**src/rtl/rv32i_hazard_ctrl.sv**
```systemverilog
// Stall/flush sequencer for the 5-stage rv32i pipeline: merges load-use, redirect,
// dmem wait and external stall/flush requests into per-stage hold/squash strobes.
module rv32i_hazard_ctrl #(
    parameter int FLUSH_CYCLES = 2,
    parameter int MEM_TIMEOUT  = 15,
    parameter int CNT_W        = 32
) (
    input  logic             clk_i,
    input  logic             rst_ni,
    input  logic             stall_i,
    input  logic             flush_i,
    input  logic [4:0]       id_rs1_i,
    input  logic [4:0]       id_rs2_i,
    input  logic             id_rs1_used_i,
    input  logic             id_rs2_used_i,
    input  logic             ex_valid_i,
    input  logic [4:0]       ex_rd_i,
    input  logic             ex_is_load_i,
    input  logic             ex_redirect_i,
    input  logic             dmem_req_i,
    input  logic             dmem_ack_i,
    output logic             stall_if_o,
    output logic             stall_id_o,
    output logic             stall_ex_o,
    output logic             stall_mem_o,
    output logic             bubble_ex_o,
    output logic             bubble_wb_o,
    output logic             flush_if_id_o,
    output logic             flush_id_ex_o,
    output logic             flush_ex_mem_o,
    output logic             mem_err_o,
    output logic [1:0]       state_o,
    output logic [CNT_W-1:0] stall_cnt_o,
    output logic [CNT_W-1:0] redir_cnt_o
);

    localparam int         REM_W     = (FLUSH_CYCLES > 1) ? $clog2(FLUSH_CYCLES) : 1;
    localparam logic [7:0] TIMEOUT_V = 8'(MEM_TIMEOUT);

    typedef enum logic [1:0] {
        ST_RUN      = 2'd0,
        ST_MEM_WAIT = 2'd1,
        ST_REDIRECT = 2'd2
    } state_t;

    state_t           state, state_nxt;
    logic [7:0]       wait_cnt, wait_cnt_nxt;
    logic [REM_W-1:0] rem, rem_nxt;
    logic [CNT_W-1:0] stall_cnt, redir_cnt;
    logic             redir_acc;

    logic mem_wait;
    logic timeout;
    logic redirect;
    logic load_use;

    assign mem_wait = dmem_req_i & ~dmem_ack_i;
    // wait_cnt holds the number of unacked cycles already stalled; one more aborts.
    assign timeout  = mem_wait & (wait_cnt >= TIMEOUT_V);
    assign redirect = ex_valid_i & ex_redirect_i;
    assign load_use = ex_valid_i & ex_is_load_i & (ex_rd_i != 5'd0) &
                      ((id_rs1_used_i & (id_rs1_i == ex_rd_i)) |
                       (id_rs2_used_i & (id_rs2_i == ex_rd_i)));

    always_comb begin
        state_nxt      = state;
        wait_cnt_nxt   = wait_cnt;
        rem_nxt        = rem;
        redir_acc      = 1'b0;
        stall_if_o     = 1'b0;
        stall_id_o     = 1'b0;
        stall_ex_o     = 1'b0;
        stall_mem_o    = 1'b0;
        bubble_ex_o    = 1'b0;
        bubble_wb_o    = 1'b0;
        flush_if_id_o  = 1'b0;
        flush_id_ex_o  = 1'b0;
        flush_ex_mem_o = 1'b0;
        mem_err_o      = 1'b0;

        if (!rst_ni) begin
            // Keep every pipeline register squashed while reset is held.
            flush_if_id_o  = 1'b1;
            flush_id_ex_o  = 1'b1;
            flush_ex_mem_o = 1'b1;
        end else if (flush_i) begin
            flush_if_id_o  = 1'b1;
            flush_id_ex_o  = 1'b1;
            flush_ex_mem_o = 1'b1;
            state_nxt      = ST_RUN;
            wait_cnt_nxt   = 8'd0;
            rem_nxt        = '0;
        end else if (timeout) begin
            mem_err_o      = 1'b1;
            flush_if_id_o  = 1'b1;
            flush_id_ex_o  = 1'b1;
            flush_ex_mem_o = 1'b1;
            state_nxt      = ST_RUN;
            wait_cnt_nxt   = 8'd0;
            rem_nxt        = '0;
        end else if (mem_wait) begin
            stall_if_o     = 1'b1;
            stall_id_o     = 1'b1;
            stall_ex_o     = 1'b1;
            stall_mem_o    = 1'b1;
            bubble_wb_o    = 1'b1;
            state_nxt      = ST_MEM_WAIT;
            wait_cnt_nxt   = wait_cnt + 8'd1;
            rem_nxt        = '0;
        end else begin
            wait_cnt_nxt = 8'd0;
            if (stall_i) begin
                stall_if_o  = 1'b1;
                stall_id_o  = 1'b1;
                stall_ex_o  = 1'b1;
                stall_mem_o = 1'b1;
                bubble_wb_o = 1'b1;
            end else if (redirect) begin
                flush_if_id_o = 1'b1;
                flush_id_ex_o = 1'b1;
                redir_acc     = 1'b1;
                rem_nxt       = REM_W'(FLUSH_CYCLES - 1);
                state_nxt     = (FLUSH_CYCLES > 1) ? ST_REDIRECT : ST_RUN;
            end else if (state == ST_REDIRECT) begin
                // Extra IF/ID squash cycles cover the fetch already in flight.
                flush_if_id_o = 1'b1;
                rem_nxt       = rem - REM_W'(1);
                state_nxt     = (rem == REM_W'(1)) ? ST_RUN : ST_REDIRECT;
            end else begin
                state_nxt = ST_RUN;
                if (load_use) begin
                    stall_if_o  = 1'b1;
                    stall_id_o  = 1'b1;
                    bubble_ex_o = 1'b1;
                end
            end
        end
    end

    always_ff @(posedge clk_i or negedge rst_ni) begin
        if (!rst_ni) begin
            state     <= ST_RUN;
            wait_cnt  <= 8'd0;
            rem       <= '0;
            stall_cnt <= '0;
            redir_cnt <= '0;
        end else begin
            state    <= state_nxt;
            wait_cnt <= wait_cnt_nxt;
            rem      <= rem_nxt;
            if (stall_if_o) begin
                stall_cnt <= stall_cnt + CNT_W'(1);
            end
            if (redir_acc) begin
                redir_cnt <= redir_cnt + CNT_W'(1);
            end
        end
    end

    assign state_o     = state;
    assign stall_cnt_o = stall_cnt;
    assign redir_cnt_o = redir_cnt;

endmodule
```
**config.mk**
```make
export PLATFORM = sky130hd
export DESIGN_NAME = rv32i_hazard_ctrl
export DESIGN_NICKNAME = d
export VERILOG_FILES = /design/src/rtl/rv32i_hazard_ctrl.sv
export SDC_FILE = /design/constraint.sdc
export NUM_CORES = 1
export LEC_CHECK = 0
export BUFFER_PORTS_ARGS = -buffer_cell sky130_fd_sc_hd__buf_2
export CORE_MARGIN = 2
export CORE_UTILIZATION = 55
export DETAILED_ROUTE_END_ITERATION = 6
export HOLD_SLACK_MARGIN = 0.12
export PLACE_DENSITY = 0.81
export SLEW_MARGIN = 25
export SYNTH_ARGS = -nofsm -noshare
export SYNTH_HDL_FRONTEND = slang
export SYNTH_SLANG_ARGS = --single-unit
```
**constraint.sdc**
```tcl
create_clock -name clk_i -period 5.7 [get_ports clk_i]
set_input_delay 0.855 -clock clk_i [delete_from_list [all_inputs] [get_ports clk_i]]
set_output_delay 0.855 -clock clk_i [all_outputs]
set_load 0.02 [all_outputs]
```
==> results.txt, run 1 <==
The average routed wire per standard cell came out at 14.0 µm. The leakage dissipation is 2.35 nW. The critical path contains buffers and inverters numbering 3 combined. The fraction of synthesized cell area taken by the top area cell type is 49.8%. STA classifies the critical path endpoint as an output port. The share of total power dissipated in the clock network is 34.2%.

The diode insertion count for antenna repair came out at 0. The slack of the worst reg-to-reg path came out at 3.48 ns. The clock period minus worst slack came out at 3.53 ns. The fmax came out at 283 MHz.

The sum of negative setup slack came out at 0 ns. The run finished with clean final reports. After filler insertion, the fill cell instance count of the layout stands at 517.

The net switching power is 0.322 mW. Global routing consumed, over all layers together, 20.7% of the routing resources. Before antenna repair, the detailed router went through 4 iterations.

The effective utilization at floorplan came out at 56.1%. The number of nets in the synthesized netlist is 387. The worst clock skew came out at 0.0131 ns.

The worst setup path is launched from an input port. The total congestion overflow is 0. In this run the critical register-to-register path is launched from wait_cnt[0]. The first global-routing pass estimated 12,400 µm of wire. The cell area that synthesis handed to floorplanning was 3770 µm². Of the cells placed in the final design, the portion with a size suffix greater than 1 is 31.2%. In the final layout, the multi-input gates occupy 1770 µm². Tracing the worst setup path back leads to its startpoint at ex_rd_i[1]. The detailed router placed 2,899 vias in this run. The post-cts hold buffer count is 0. The floorplan has 30 rows. The setup path with the least slack is of type input port to output port. Cells fill 67.0% of the core in the end. VDD sags by at most 0.000180 V. The average cell area after synthesis is 10.5 µm². The number of storage elements in the synthesis netlist is 75. The starting DRC count in detailed routing came out at 98.

The period utilization came out at 62.0%. The max-capacitance violation count came out at 0. Entering global routing, the biggest net connects 55 pins.

The die area is 7530 µm². Dividing total power by cell area gives a power density of 258 nW/µm². The cell-internal power is 0.837 mW. The number of CTS-inserted buffers is 9.

The measured slew at the worst slew-check pin came out at 0.802 ns. The synthesized netlist contains 54 unique library cells. The post-synthesis instance total is 358.

The combinational share of power came out at 14.3%. Routability-driven placement finished with a final weighted congestion of 0.763. The slowest stage of the critical path belongs to the cell sky130_fd_sc_hd__or4_1. TritonCTS built the clock tree. In this run the remaining antenna-violating nets after routing total 0. The via density per instance is 5.32. Across the whole layout, storage elements account for 1880 µm².

The via count of the first global-routing pass was 2,815. The clock sink count is 75. The width of the chip came out at 86.8 µm. Summed over all nets, the half-perimeter wirelength after detailed placement is 5630 µm.

STA puts the critical path data required time at 4.85 ns. The final worst hold slack is 0.448 ns. The fraction of power spent switching nets is 27.8%.

The arrival time at the worst endpoint came out at 2.68 ns. At the later pin of the worst-skew pair, clock insertion delay measures 0.34 ns. Along the worst path, the maximum fanout reaches 21.

The final count of negative-setup-slack endpoints is 0. The library cell occupying the most area in the post-synthesis netlist is sky130_fd_sc_hd__dfrtp_1. The total area inside the core boundary comes to 6720 µm².

The number of antenna violations at the first check in global routing is 0. The number of nets in the layout is 490. Compared with the post-synthesis result, the final layout area differs by 19.5%. The number of warnings issued by yosys is 0. The DRC violation count after routing is 0. Grouping stages by cell kind, the critical path spends the most delay in simple AND/OR/NAND/NOR gates. Measured in cells, the most critical reg-to-reg path has a length of 8. The count of port buffers added during placement came out at 101. The clock-pin transition on the worst setup and hold timing paths is 0.08 ns. The number of top-level pins came out at 102. The largest single stage delay on the critical path is 0.56 ns.

The normalized max-slew margin is 46.4%. Walking the worst path, the cells encountered are buf_2, or4_1, nor2_2, nor4_2, a31oi_4, inv_2, buf_2. The proportion of power drawn by flip-flops and latches is 51.5%.

Clock tree synthesis selected as its root buffer the cell sky130_fd_sc_hd__clkbuf_8. After clock tree synthesis, the repair step resized 0 gates. In the post-synthesis netlist, the biggest area contributors are sky130_fd_sc_hd__dfrtp_1 (50%), sky130_fd_sc_hd__xnor2_1 (10%), sky130_fd_sc_hd__xor2_1 (6.5%).

The overall routed net length is 7660 µm. The sequential cell area fraction in the yosys report came out at 49.8%. The worst hold path belongs to the class input port to asynchronous set/reset pin. In this run the critical register-to-register path is captured at stall_cnt_o[12].

The depth of the CTS H-tree is 3. The cell repeated most along the worst path is sky130_fd_sc_hd__buf_2. The maximum clock path buffer count is 2. The number of endpoints with negative hold slack in the final report is 0. The floorplan step set the die height to 86.8 µm.

Setup repair after global routing left no endpoint under its margin. The post-CTS setup buffer count is 0. The final count of pins violating max slew came out at 0.
==> area by class of cell <==
type / count / area share [%]
Clock buffer: 10 / 3.06
Clock inverter: 5 / 1.20
Inverter: 10 / 0.834
Multi-Input combinational cell: 262 / 39.3
Sequential cell: 75 / 41.7
Tap cell: 80 / 2.22
Timing Repair Buffer: 103 / 11.6
==> how the worst max path moves through the flow <==
stage          depth (start not counted)  slack [ns]          to
4_1_cts                                7        2.16  stall_if_o
3_3_place_gp                           7        2.24  stall_if_o
2_1_floorplan                          7        2.68  stall_if_o
3_5_place_dp                           7        2.17  stall_if_o
5_1_grt                                7        2.06  stall_id_o
6_report                               7        2.17  stall_if_o
==> sequential cells by signal, indices dropped and copies added, names as in the netlist <==
name         flops
stall_cnt_o     32
rem              1
redir_cnt_o     32
wait_cnt         8
state_o          2
==> synthesized netlist by cell type (all sizes together) <==
master / instances
nand3: 25
nand4: 15
xnor2: 44
or4: 1
mux2: 1
and4: 6
buf: 10
and3: 10
nor2: 28
and3b: 1
a21boi: 2
nand2: 42
nand2b: 3
xor2: 28
a21bo: 1
nor3: 11
or2b: 1
nor2b: 2
or3: 2
o31ai: 1
a21o: 1
or2: 4
nor4: 6
a21oi: 4
and2b: 2
a31oi: 2
mux2i: 1
clkbuf: 1
o21ai: 10
ha: 3
inv: 10
dfrtp: 75
and2: 4
o22ai: 1
==> per-layer routing <==
layer	GRT usage, %	vias up	routed length, µm
met3	3.43	12	225
met5	0	-	0
li1	-	1415	-
met2	33.8	71	3830
met4	9.52	0	124
met1	27.1	1401	3480
==> power by group through the flow <==
stage	sequential [mW]	clock [mW]	combinational (mW)
after floorplan	0.638	0	0.0680
after global placement	0.605	0	0.163
after detailed placement	0.606	0	0.167
after CTS	0.596	0.407	0.168
after global routing	0.601	0.427	0.184
final	0.596	0.397	0.166
==> metrics by stage <==
stage / cell area (µm²) / cells / power, mW / worst slack (ns)
CTS: 4500 / 545 / 1.17 / 2.16
floorplan: 3770 / 358 / 0.706 / 2.68
finish: 4500 / 545 / 1.16 / 2.17
global route: 4500 / 545 / 1.21 / 2.06
global placement: 4310 / 530 / 0.768 / 2.24
detailed placement: 4310 / 530 / 0.773 / 2.17
==> cells in the final DEF (no fill, tap or decap), types with 2 or more instances in the layout <==
| master | synthesis | final |
|---|---|---|
| sky130_fd_sc_hd__nor2_1 | 27 | 27 |
| sky130_fd_sc_hd__nand3_1 | 24 | 24 |
| sky130_fd_sc_hd__a21oi_1 | 3 | 3 |
| sky130_fd_sc_hd__or2_1 | 2 | 2 |
| sky130_fd_sc_hd__o21ai_0 | 10 | 10 |
| sky130_fd_sc_hd__inv_1 | 9 | 9 |
| sky130_fd_sc_hd__ha_1 | 3 | 3 |
| sky130_fd_sc_hd__and3_2 | 2 | 2 |
| sky130_fd_sc_hd__and3_1 | 8 | 8 |
| sky130_fd_sc_hd__dfrtp_1 | 75 | 75 |
| sky130_fd_sc_hd__or3_1 | 2 | 2 |
| sky130_fd_sc_hd__a21boi_0 | 2 | 2 |
| sky130_fd_sc_hd__xnor2_1 | 44 | 44 |
| sky130_fd_sc_hd__and4_1 | 6 | 6 |
| sky130_fd_sc_hd__nor3_1 | 8 | 8 |
| sky130_fd_sc_hd__clkinv_2 | 0 | 3 |
| sky130_fd_sc_hd__nor4_2 | 2 | 2 |
| sky130_fd_sc_hd__and2_1 | 4 | 4 |
| sky130_fd_sc_hd__nand2_1 | 41 | 41 |
| sky130_fd_sc_hd__nand4_2 | 3 | 3 |
| sky130_fd_sc_hd__nor2b_1 | 2 | 2 |
| sky130_fd_sc_hd__buf_2 | 2 | 100 |
| sky130_fd_sc_hd__nor4_1 | 3 | 3 |
| sky130_fd_sc_hd__nor3_2 | 2 | 2 |
| sky130_fd_sc_hd__clkbuf_8 | 0 | 10 |
| sky130_fd_sc_hd__nand2b_1 | 2 | 2 |
| sky130_fd_sc_hd__buf_4 | 4 | 3 |
| sky130_fd_sc_hd__xor2_1 | 28 | 28 |
| sky130_fd_sc_hd__nand4_1 | 11 | 11 |
==> cells by family (layout without fill, tap and decap cells) <==
logic type | Yosys count | in the layout | synth area share [%]
buffers and inverters | 21 | 128 | 3.16
AND/OR/NAND/NOR | 163 | 163 | 24.8
flip-flops | 75 | 75 | 49.8
multiplexers | 2 | 2 | 0.565
XOR/XNOR | 72 | 72 | 16.7
AO/OA/AOI/OAI | 22 | 22 | 3.92
adder cells (fa/ha/maj) | 3 | 3 | 0.997
No activity file was read; power rests on OpenSTA's default activity.
==> run 2: changes to the inputs <==
- CORE_UTILIZATION: 55 -> 53
- PLACE_DENSITY: 0.81 -> 0.78
- clock period: 5.7 -> 3.65 ns (I/O delays scaled with it)
==> run 2 against run 1 <==
- combinational power up 57%
- global-route usage up 0.28 points
- hold slack worse by 0.16 ns
- critical endpoint unchanged
==> results.txt, run 2 (same netlist as run 1, synthesis figures left out) <==
The clock period minus worst slack came out at 3.03 ns. The clock latency on the worst-skew pair came out at 0.34 ns (about the same). The worst path setup slack after routing came out at 0.622 ns (was 2.17 ns). The measured slew at the worst slew-check pin came to 0.840 ns (was 0.802 ns). The via count came out at 2,932 (was 2,899). The post-route standard cell area excluding fillers came to 4570 µm² (was 4500 µm²). Result of the run: finished clean (unchanged). The buffer type at the clock tree root was sky130_fd_sc_hd__clkbuf_8 (unchanged).

Cell breakdown of the critical path: ha_1, nand3_1, a21o_1, and3b_2, a31oi_4, inv_2, buf_2 (was buf_2, or4_1, nor2_2, nor4_2, a31oi_4, inv_2, buf_2). The clock sink count came out at 75 (unchanged). The leading cell type in the layout, fill and taps excluded was sky130_fd_sc_hd__buf_2 (unchanged). The leakage dissipation came out at 2.37 nW (was 2.35 nW). The number of top-level pins came out at 102 (unchanged). The number of endpoints with negative hold slack in the final report is 0 (unchanged). The via density per instance is 5.21 (was 5.32). The critical path required time is 3.10 ns (was 4.85 ns). The detailed-router iteration count before antenna repair is 4 (unchanged). The arrival time at the worst endpoint came out at 2.48 ns (was 2.68 ns). The count of buffer and inverter cells on the critical path is 2 (was 3). The post-CTS resize count came out at 0 (unchanged). The post-cts hold buffer count is 0 (unchanged). The average routed wire per standard cell is 13.9 µm (was 14.0 µm). The y dimension of the die is 88.3 µm (was 86.8 µm).

The number of nets in the layout is 491 (was 490). The post-CTS setup buffer count is 0 (unchanged). The max-capacitance violation count came out at 0 (unchanged). The final count of negative-setup-slack endpoints was 0 (unchanged).

The count of antenna-violating nets left after detailed routing came to 0 (unchanged). The sum of negative setup slack is 0 ns (unchanged). Most frequent cells in the layout: sky130_fd_sc_hd__buf_2 (100), sky130_fd_sc_hd__dfrtp_1 (75), sky130_fd_sc_hd__xnor2_1 (44) (unchanged).

The family with the most delay on the worst path is compound AO/OA/AOI/OAI gates (was simple AND/OR/NAND/NOR gates). The final count of pins violating max slew is 0 (unchanged). The period utilization is 83.0%. The count of placed standard cells including taps came out at 547 (was 530). The filler-free cell count of the finished design came out at 563 (was 545). The largest voltage drop on the vdd net came out at 0.000308 V (was 0.000180 V). The setup slack at placement is 0.793 ns (was 2.17 ns). The DRC violation count after routing came out at 0 (unchanged).

The slowest library cell on the worst path is sky130_fd_sc_hd__a31oi_4 (was sky130_fd_sc_hd__or4_1). The power density normalized to cell area was 427 nW/µm² (was 258 nW/µm²). Setup repair after global routing missed its margin: false (unchanged).

The post-DP HPWL is 5660 µm (was 5630 µm). The global-route usage over all layers is 21.0% (was 20.7%). The total power is 1.95 mW (was 1.16 mW). The overall routed net length is 7810 µm (was 7660 µm). The stage delay of the slowest cell on the critical path is 0.41 ns (was 0.56 ns). The die area came out at 7800 µm² (was 7530 µm²). The maximum clock path buffer count is 2 (unchanged). The count of port buffers added during placement was 101 (unchanged). The depth of the CTS H-tree came out at 3 (unchanged). The final standard cell utilization of the core came out at 66.9% (was 67.0%). The top fanout value on the critical path came out at 21 (unchanged). The site row count came out at 30 (unchanged). The placed instance area was 4340 µm² (was 4310 µm²). The kind of start point of the critical path is a flip-flop (was input port). The area of the core region came out at 6830 µm² (was 6720 µm²). The diode insertion count for antenna repair was 0 (unchanged). The worst min-delay path class was input port to asynchronous set/reset pin (unchanged).

The number of fill cells was 557 (was 517). The number of CTS-inserted buffers came to 9 (unchanged). The number of antenna violations at the first check in global routing came out at 0 (unchanged). The pin count of the biggest net entering global routing is 48 (was 55). The effective utilization at floorplan came out at 55.1% (was 56.1%). The total congestion overflow was 0 (unchanged). The proportion of layout cells with a drive suffix above 1 was 30.8% (was 31.2%).

The clock tree from TritonCTS is built (unchanged). The clock-pin transition on the worst setup and hold timing paths is 0.07 ns (was 0.08 ns). The worst clock skew is 0.0105 ns (was 0.0131 ns). The first-pass GRT wire length is 12,900 µm (was 12,400 µm). The via count of the first global-routing pass is 2,751 (was 2,815). The normalized max-slew margin is 43.9% (was 46.4%). The width of the chip came to 88.3 µm (was 86.8 µm).

The starting DRC count in detailed routing came out at 130 (was 98). The kind of critical path is flip-flop to output port (was input port to output port). The fmax came out at 330 MHz. The final worst hold slack came out at 0.292 ns (was 0.448 ns).

The weighted congestion at the end of routability-driven global placement is 0.802 (was 0.763). The area growth from synthesis to layout is 21.3% (was 19.5%). The critical path capture point type was an output port (unchanged).
==> run 2: final cells by class <==
class / instances / area [µm²] / area share [%]
Clock inverter: 4 / 98.8 / 2.16
Multi-Input combinational cell: 262 / 1770 / 38.7
Timing Repair Buffer: 104 / 531 / 11.6
Inverter: 10 / 37.5 / 0.821
Sequential cell: 75 / 1880 / 41.1
Tap cell: 96 / 120 / 2.63
Clock buffer: 12 / 135 / 2.96
==> run 2: worst paths after layout <==
path	start	end	slack, ns	cells after the start
min	rst_ni	wait_cnt[6]	0.29	2
min in group clk_i	redir_cnt_o[31]	redir_cnt_o[31]	0.46	1
max reg2reg	wait_cnt[0]	stall_cnt_o[24]	1.35	8
min reg2reg	redir_cnt_o[31]	redir_cnt_o[31]	0.46	1
max	wait_cnt[0]	stall_if_o	0.62	7
max in group asynchronous	rst_ni	redir_cnt_o[13]	2.37	3
==> run 2: routing by layer <==
metal	wire length, µm	vias up	global-route usage, %
met5	0	-	0
met3	271	11	3.92
met2	3850	60	34.0
li1	-	1418	-
met1	3580	1443	28.7
met4	114	0	7.02
==> run 2: power by group <==
part / switching (mW) / leakage [nW] / internal (mW)
logic: 0.159 / 1.24 / 0.101
clock network: 0.301 / 0.115 / 0.457
registers: 0.0549 / 1.02 / 0.877
